**config.mk**
```make
export PLATFORM = sky130hd
export DESIGN_NAME = dmem_arbiter_flat
export DESIGN_NICKNAME = d
export VERILOG_FILES = /design/src/rtl/dmem_arbiter_if.sv /design/src/rtl/dmem_arbiter.sv /design/src/flat_wrapper.sv
export SDC_FILE = /design/constraint.sdc
export NUM_CORES = 1
export LEC_CHECK = 0
export CORE_AREA = 5 5 94 96
export CTS_BUF_LIST = sky130_fd_sc_hd__clkbuf_8
export DETAILED_ROUTE_END_ITERATION = 12
export DIE_AREA = 0 0 99 101
export GPL_ROUTABILITY_DRIVEN = 0
export HOLD_SLACK_MARGIN = 0.05
export PLACE_DENSITY = 0.73
export SETUP_SLACK_MARGIN = 0.2
export SLEW_MARGIN = 0
export SYNTH_ARGS = -nofsm -noshare
export SYNTH_HDL_FRONTEND = slang
export SYNTH_SLANG_ARGS = --single-unit
```
**constraint.sdc**
```tcl
create_clock -name clk -period 4.05 [get_ports clk]
set_input_delay 0.6075 -clock clk [delete_from_list [all_inputs] [get_ports clk]]
set_output_delay 0.6075 -clock clk [all_outputs]
set_load 0.01 [all_outputs]
```
**src/rtl/dmem_arbiter_if.sv**
```systemverilog
//------------------------------------------------------------------------------
// dmem_arbiter_if
//
// One requester port of the data-memory arbiter: request/grant handshake,
// access fields and the one-cycle-latency read response.
//
//   req     requester -> arbiter  request, held until gnt
//   we      requester -> arbiter  1 = write, 0 = read
//   addr    requester -> arbiter  word address
//   wdata   requester -> arbiter  write data
//   be      requester -> arbiter  byte enables (writes only)
//   gnt     arbiter -> requester  request accepted this cycle (combinational)
//   rvalid  arbiter -> requester  read data valid (cycle after a read grant)
//   rdata   arbiter -> requester  read data, 0 when rvalid is low
//
// Modports: master = requester side (core LSU, debug/loader),
//           slave  = arbiter side.
//------------------------------------------------------------------------------
interface dmem_arbiter_if #(
  parameter int ADDR_W = 10,
  parameter int DATA_W = 32
);

  logic                  req;
  logic                  we;
  logic [ADDR_W-1:0]     addr;
  logic [DATA_W-1:0]     wdata;
  logic [DATA_W/8-1:0]   be;
  logic                  gnt;
  logic                  rvalid;
  logic [DATA_W-1:0]     rdata;

  modport master (
    output req, we, addr, wdata, be,
    input  gnt, rvalid, rdata
  );

  modport slave (
    input  req, we, addr, wdata, be,
    output gnt, rvalid, rdata
  );

endinterface

```
**src/rtl/dmem_arbiter.sv**
```systemverilog
//------------------------------------------------------------------------------
// dmem_arbiter
//
// Shares the single-port data memory between the core load/store unit and a
// debug/loader master. At most one access is issued per cycle; the winner's
// fields drive the memory combinationally and the one-cycle-latency read data
// is routed back to whichever requester issued the read.
//
// Arbitration (state ARB): a lone requester is granted; on a tie the requester
// not granted most recently wins (last_grant resets to dbg, so core wins the
// first tie). The debug master can take exclusive ownership (state LOCKED) by
// being granted with dbg_lock=1; ownership ends on the first cycle sampled
// with dbg_lock=0.
//
// Ports:
//   clk        in   single clock, rising edge
//   reset      in   synchronous, active-high reset
//   core       slave modport of dmem_arbiter_if (core LSU)
//   dbg        slave modport of dmem_arbiter_if (debug/loader master)
//   dbg_lock   in   debug master requests exclusive ownership
//   mem_en     out  memory access strobe
//   mem_we     out  memory write
//   mem_addr   out  memory word address
//   mem_wdata  out  memory write data
//   mem_be     out  memory byte enables
//   mem_rdata  in   memory read data, valid the cycle after a read access
//   locked     out  arbiter is in state LOCKED
//
// Build option:
//   DMEM_ARB_STARVE_GUARD_EN  when defined, a 4-bit counter counts LOCKED
//   cycles in which core is requesting; at 15 the core is granted once and the
//   arbiter returns to ARB. When undefined, LOCKED lasts until dbg_lock drops.
//------------------------------------------------------------------------------
module dmem_arbiter #(
  parameter int ADDR_W = 10,
  parameter int DATA_W = 32
) (
  input  logic                clk,
  input  logic                reset,
  dmem_arbiter_if.slave       core,
  dmem_arbiter_if.slave       dbg,
  input  logic                dbg_lock,
  output logic                mem_en,
  output logic                mem_we,
  output logic [ADDR_W-1:0]   mem_addr,
  output logic [DATA_W-1:0]   mem_wdata,
  output logic [DATA_W/8-1:0] mem_be,
  input  logic [DATA_W-1:0]   mem_rdata,
  output logic                locked
);

  typedef enum logic {
    ST_ARB    = 1'b0,
    ST_LOCKED = 1'b1
  } state_t;

  typedef enum logic {
    SRC_CORE = 1'b0,
    SRC_DBG  = 1'b1
  } src_t;

  state_t state, state_next;
  src_t   last_grant;
  src_t   rd_owner;
  logic   rd_pending;
  logic   grant_core;
  logic   grant_dbg;
  logic   force_core;
  logic   rd_issue;

  //----------------------------------------------------------------------------
  // Starvation guard: forces one core grant out of a long LOCKED period.
  //----------------------------------------------------------------------------
`ifdef DMEM_ARB_STARVE_GUARD_EN
  logic [3:0] starve_cnt;

  assign force_core = (state == ST_LOCKED) && core.req && (starve_cnt == 4'hF);

  always_ff @(posedge clk) begin
    // Cleared whenever the arbiter is not going to be LOCKED next cycle, which
    // covers reset, the normal unlock and the forced exit.
    if (reset || (state_next != ST_LOCKED)) begin
      starve_cnt <= '0;
    end else if ((state == ST_LOCKED) && core.req) begin
      starve_cnt <= starve_cnt + 4'd1;
    end
  end
`else
  assign force_core = 1'b0;
`endif

  //----------------------------------------------------------------------------
  // Grant decision and next state. Reset suppresses every grant so a request
  // in the reset cycle never reaches the memory.
  //----------------------------------------------------------------------------
  always_comb begin
    // NOTE: every output of a combinational block gets a default first, so
    // no path through the if/case leaves it unassigned and infers a latch.
    grant_core = 1'b0;
    grant_dbg  = 1'b0;
    state_next = state;

    if (!reset) begin
      case (state)
        ST_ARB: begin
          if (core.req && (!dbg.req || (last_grant == SRC_DBG))) begin
            grant_core = 1'b1;
          end else if (dbg.req) begin
            grant_dbg = 1'b1;
          end
          if (grant_dbg && dbg_lock) begin
            state_next = ST_LOCKED;
          end
        end

        ST_LOCKED: begin
          // Core is blocked; the only exception is the starvation-guard cycle,
          // where core takes priority over the lock owner.
          if (force_core) begin
            grant_core = 1'b1;
          end else begin
            grant_dbg = dbg.req;
          end
          if (!dbg_lock || force_core) begin
            state_next = ST_ARB;
          end
        end

        default: state_next = ST_ARB;
      endcase
    end
  end

  assign core.gnt = grant_core;
  assign dbg.gnt  = grant_dbg;

  //----------------------------------------------------------------------------
  // Memory-side mux: the winner's fields pass straight through, unmodified.
  //----------------------------------------------------------------------------
  always_comb begin
    mem_en    = grant_core | grant_dbg;
    mem_we    = 1'b0;
    mem_addr  = '0;
    mem_wdata = '0;
    mem_be    = '0;
    if (grant_core) begin
      mem_we    = core.we;
      mem_addr  = core.addr;
      mem_wdata = core.wdata;
      mem_be    = core.be;
    end else if (grant_dbg) begin
      mem_we    = dbg.we;
      mem_addr  = dbg.addr;
      mem_wdata = dbg.wdata;
      mem_be    = dbg.be;
    end
  end

  assign rd_issue = mem_en && !mem_we;

  //----------------------------------------------------------------------------
  // State, fairness history and read-response tracking.
  //----------------------------------------------------------------------------
  always_ff @(posedge clk) begin
    // NOTE: sequential state uses non-blocking assignments so every register
    // samples the pre-edge values, independent of statement order.
    if (reset) begin
      state      <= ST_ARB;
      last_grant <= SRC_DBG;
      rd_pending <= 1'b0;
      rd_owner   <= SRC_CORE;
    end else begin
      state <= state_next;
      // Fairness history only moves on ARB grants; LOCKED leaves it alone.
      if ((state == ST_ARB) && (grant_core || grant_dbg)) begin
        last_grant <= grant_core ? SRC_CORE : SRC_DBG;
      end
      // A new read may be accepted in the same cycle the previous one returns.
      rd_pending <= rd_issue;
      if (rd_issue) begin
        rd_owner <= grant_core ? SRC_CORE : SRC_DBG;
      end
    end
  end

  //----------------------------------------------------------------------------
  // Response routing. Gating with reset drops a response that is in flight
  // when reset arrives, so no outputs leave their reset values that cycle.
  //----------------------------------------------------------------------------
  assign core.rvalid = !reset && rd_pending && (rd_owner == SRC_CORE);
  assign dbg.rvalid  = !reset && rd_pending && (rd_owner == SRC_DBG);
  assign core.rdata  = core.rvalid ? mem_rdata : '0;
  assign dbg.rdata   = dbg.rvalid  ? mem_rdata : '0;

  assign locked = !reset && (state == ST_LOCKED);

endmodule

```
**src/flat_wrapper.sv**
```systemverilog
// flat-port wrapper written by rule: the top's interface ports become plain ports
module dmem_arbiter_flat 
#(
  parameter int ADDR_W = 10,
  parameter int DATA_W = 32
)
  (clk, reset, dbg_lock, mem_en, mem_we, mem_addr, mem_wdata, mem_be, mem_rdata, locked, core_req, core_we, core_addr, core_wdata, core_be, core_gnt, core_rvalid, core_rdata, dbg_req, dbg_we, dbg_addr, dbg_wdata, dbg_be, dbg_gnt, dbg_rvalid, dbg_rdata);
  dmem_arbiter_if #(.ADDR_W(ADDR_W), .DATA_W(DATA_W)) core_i ();
  dmem_arbiter_if #(.ADDR_W(ADDR_W), .DATA_W(DATA_W)) dbg_i ();
  input  logic clk;
  input  logic reset;
  input  logic dbg_lock;
  output logic mem_en;
  output logic mem_we;
  output logic [ADDR_W-1:0] mem_addr;
  output logic [DATA_W-1:0] mem_wdata;
  output logic [DATA_W/8-1:0] mem_be;
  input  logic [DATA_W-1:0] mem_rdata;
  output logic locked;
  input wire logic [$bits(core_i.req)-1:0] core_req;
  input wire logic [$bits(core_i.we)-1:0] core_we;
  input wire logic [$bits(core_i.addr)-1:0] core_addr;
  input wire logic [$bits(core_i.wdata)-1:0] core_wdata;
  input wire logic [$bits(core_i.be)-1:0] core_be;
  output wire logic [$bits(core_i.gnt)-1:0] core_gnt;
  output wire logic [$bits(core_i.rvalid)-1:0] core_rvalid;
  output wire logic [$bits(core_i.rdata)-1:0] core_rdata;
  input wire logic [$bits(dbg_i.req)-1:0] dbg_req;
  input wire logic [$bits(dbg_i.we)-1:0] dbg_we;
  input wire logic [$bits(dbg_i.addr)-1:0] dbg_addr;
  input wire logic [$bits(dbg_i.wdata)-1:0] dbg_wdata;
  input wire logic [$bits(dbg_i.be)-1:0] dbg_be;
  output wire logic [$bits(dbg_i.gnt)-1:0] dbg_gnt;
  output wire logic [$bits(dbg_i.rvalid)-1:0] dbg_rvalid;
  output wire logic [$bits(dbg_i.rdata)-1:0] dbg_rdata;
  assign core_i.req = core_req;
  assign core_i.we = core_we;
  assign core_i.addr = core_addr;
  assign core_i.wdata = core_wdata;
  assign core_i.be = core_be;
  assign core_gnt = core_i.gnt;
  assign core_rvalid = core_i.rvalid;
  assign core_rdata = core_i.rdata;
  assign dbg_i.req = dbg_req;
  assign dbg_i.we = dbg_we;
  assign dbg_i.addr = dbg_addr;
  assign dbg_i.wdata = dbg_wdata;
  assign dbg_i.be = dbg_be;
  assign dbg_gnt = dbg_i.gnt;
  assign dbg_rvalid = dbg_i.rvalid;
  assign dbg_rdata = dbg_i.rdata;
  dmem_arbiter #(.ADDR_W(ADDR_W), .DATA_W(DATA_W)) u_core (.clk(clk), .reset(reset), .core(core_i), .dbg(dbg_i), .dbg_lock(dbg_lock), .mem_en(mem_en), .mem_we(mem_we), .mem_addr(mem_addr), .mem_wdata(mem_wdata), .mem_be(mem_be), .mem_rdata(mem_rdata), .locked(locked));
endmodule
```
==> impl_metrics.ini <==
[clocking]
post_cts_resized = 0
insertion_delay_ns = 0.21
htreeDepth = 1
cts_setup_buffers = 0
tritoncts = built
cts_hold_buffers = 0
clockBufferDepth = 2
cts-buffers-inserted = 3
root_buffer = clkbuf_8
cts.clk_slew.worst_paths_ns = 0.03
cts_sinks = 4

[floorplanning]
start_util = 0.1493
die_y_microns = 101
io_pins = 248
core_area_sq_mm = 0.007969
rows = 33
die_x_microns = 99
die_area_sq_mm = 0.009999

[sta]
max_freq_mhz = 301.5
finalCritPeriodShare = 0.8190
setup_viol = 0
final_hold_viol_count = 0
fin_worst_skew_ns = 0.0002335
rsz0062_at_grt = no
worst_pin_slew_ns = 0.5261
slew_headroom = 0.6493
timing.setup.tns_ns = 0
slew_violations = 0
finalWorstPathRequiredPeriod_ns = 3.317

[global_routing]
overflow = 0
grt_usage = 0.1346
grt_max_degree = 50
grt_pass1_wl_microns = 11200
grt_pass1_vias = 2141
antenna_found_initial = 0

[synthesis]
synth_area_sq_mm = 0.001190
ys_types = 24
yosysWarnings = 0
syn-num-nets = 283
synth_seq_cells = 4
yosysSeqAreaShare = 0.06730
synthCells = 152
syn_avg_cell_area_sq_um = 7.828

[final_layout]
nets = 522
design_area_sq_mm = 0.003761
area_growth_syn_to_layout_pct = 216.1
utilization = 0.4720
layout_common_cells = clkdlybuf4s50_1, and2_1, a22o_1, dfxtp_1
drive_above_1_share = 0.03856
final_common_cell = clkdlybuf4s50_1
antenna_cells = 0

[drt]
ant_nets = 0
wl_microns = 7562
drtIter0Drc = 26
routedWlPerCell_microns = 15.31
route.detailed.drc = 0
via_per_inst = 4.186
route.vias.total = 2068
firstDrtPassIters = 3

[critical_path]
regToRegEndpoint = u_core.rd_owner
critPathLaunchType = primary input
cp-endpoint = mem_wdata[30]
ff2ff_path_depth = 5
rr_startpoint = u_core.last_grant
crit_arrival_ns = 2.71
rrSetupSlack_ns = 2.52
required_ns = 3.44
worstSetupEndpointType = primary output
criticalPathCategory = primary input to primary output
crit_path_max_fanout = 49
cp-startpoint = reset

[outcome]
status = finished, final reports clean

[placement]
dpl_cell_area_sq_mm = 0.003720
post-dp-hpwl_microns = 6442
io_buffer_count = 247

[power_and_ir_drop]
fin_total_pwr_mw = 0.4783
p_per_area_mw_per_mm2 = 127.2
leakage_nw = 1.432
ir_drop_mv = 0.1233

[min_path]
hold_start = u_core.rd_owner
hp-class = flip-flop to flip-flop

[run]
cap_violations = 0
## worst max-delay path, stage by stage
cell and delay (ns):
clkdlybuf4s50_1 0.58, nor3_4 0.24, buf_4 0.45, a22o_1 0.23
clkdlybuf4s50_1 0.56
## registers in the layout, indices dropped and copies added, names as in the netlist
name	cells
u_core.last_grant	1
u_core.rd_owner	1
u_core.rd_pending	1
u_core.state	1
## stage by stage
stage / instances / setup WS (ns) / hold slack, ns
final: 494 / 0.7330 / 0.5204
after global routing: 494 / 0.6405 / 0.5322
after CTS: 494 / 0.7274 / 0.5279
after detailed placement: 491 / 0.7394 / 0.5208
after global placement: 491 / 0.7792 / 0.4969
after floorplan: 152 / 1.952 / 0.4757
## final cells by class
type | instances | area [sq um]
fillers | 748 | 4208
repair buffers | 251 | 2515
multi-input cells | 129 | 985.9
well taps | 105 | 131.4
flip-flops and latches | 4 | 80.08
clock buffers | 3 | 41.29
inverters | 2 | 7.507
## routing by layer
| metal | track usage | up-vias | routed length (microns) |
|---|---|---|---|
| li1 | - | 1027 | - |
| met1 | 0.1485 | 919 | 2815 |
| met2 | 0.2562 | 116 | 3938 |
| met3 | 0.04291 | 6 | 754 |
| met4 | 0.01891 | 0 | 53 |
| met5 | 0 | - | 0 |
## logic make-up after synthesis
family / count (synthesis) / synth area share
AOI/OAI and AO/OA: 53 / 0.3975
DFF: 4 / 0.06730
and+or+nand+nor: 76 / 0.4311
buffers and inverters: 19 / 0.1041
## cells in the mapped netlist (all sizes together)
master,instances,share of area
a21oi,2,0.018
a221o,1,0.0084
a221oi,1,0.013
a22o,47,0.35
and2,64,0.34
and2b,1,0.0084
and3b,1,0.0074
buf,13,0.085
clkbuf,4,0.013
dfxtp,4,0.067
inv,2,0.0063
nand2,1,0.0032
nand2b,2,0.023
nor2,2,0.0063
nor2b,1,0.012
nor3,2,0.018
nor3b,2,0.017
o21a,1,0.0063
o21bai,1,0.0063
## how the worst min path moves through the flow
| stage | endpoint | slack [ns] | cells after the start |
|---|---|---|---|
| 6_report | u_core.rd_owner | 0.52 | 1 |
| 5_1_grt | u_core.rd_owner | 0.53 | 1 |
| 4_1_cts | u_core.rd_owner | 0.53 | 1 |
| 3_5_place_dp | u_core.rd_owner | 0.52 | 1 |
| 3_3_place_gp | u_core.rd_owner | 0.50 | 1 |
| 2_1_floorplan | u_core.rd_owner | 0.48 | 1 |
## report_power, final
| part | switching [mW] | internal, mW | leakage [nW] |
|---|---|---|---|
| Clock | 0.0175 | 0.0631 | 0.0216 |
| Combinational | 0.114 | 0.238 | 1.38 |
| Sequential | 0.00323 | 0.0428 | 0.0332 |
Power figures use the tool's default switching activity.
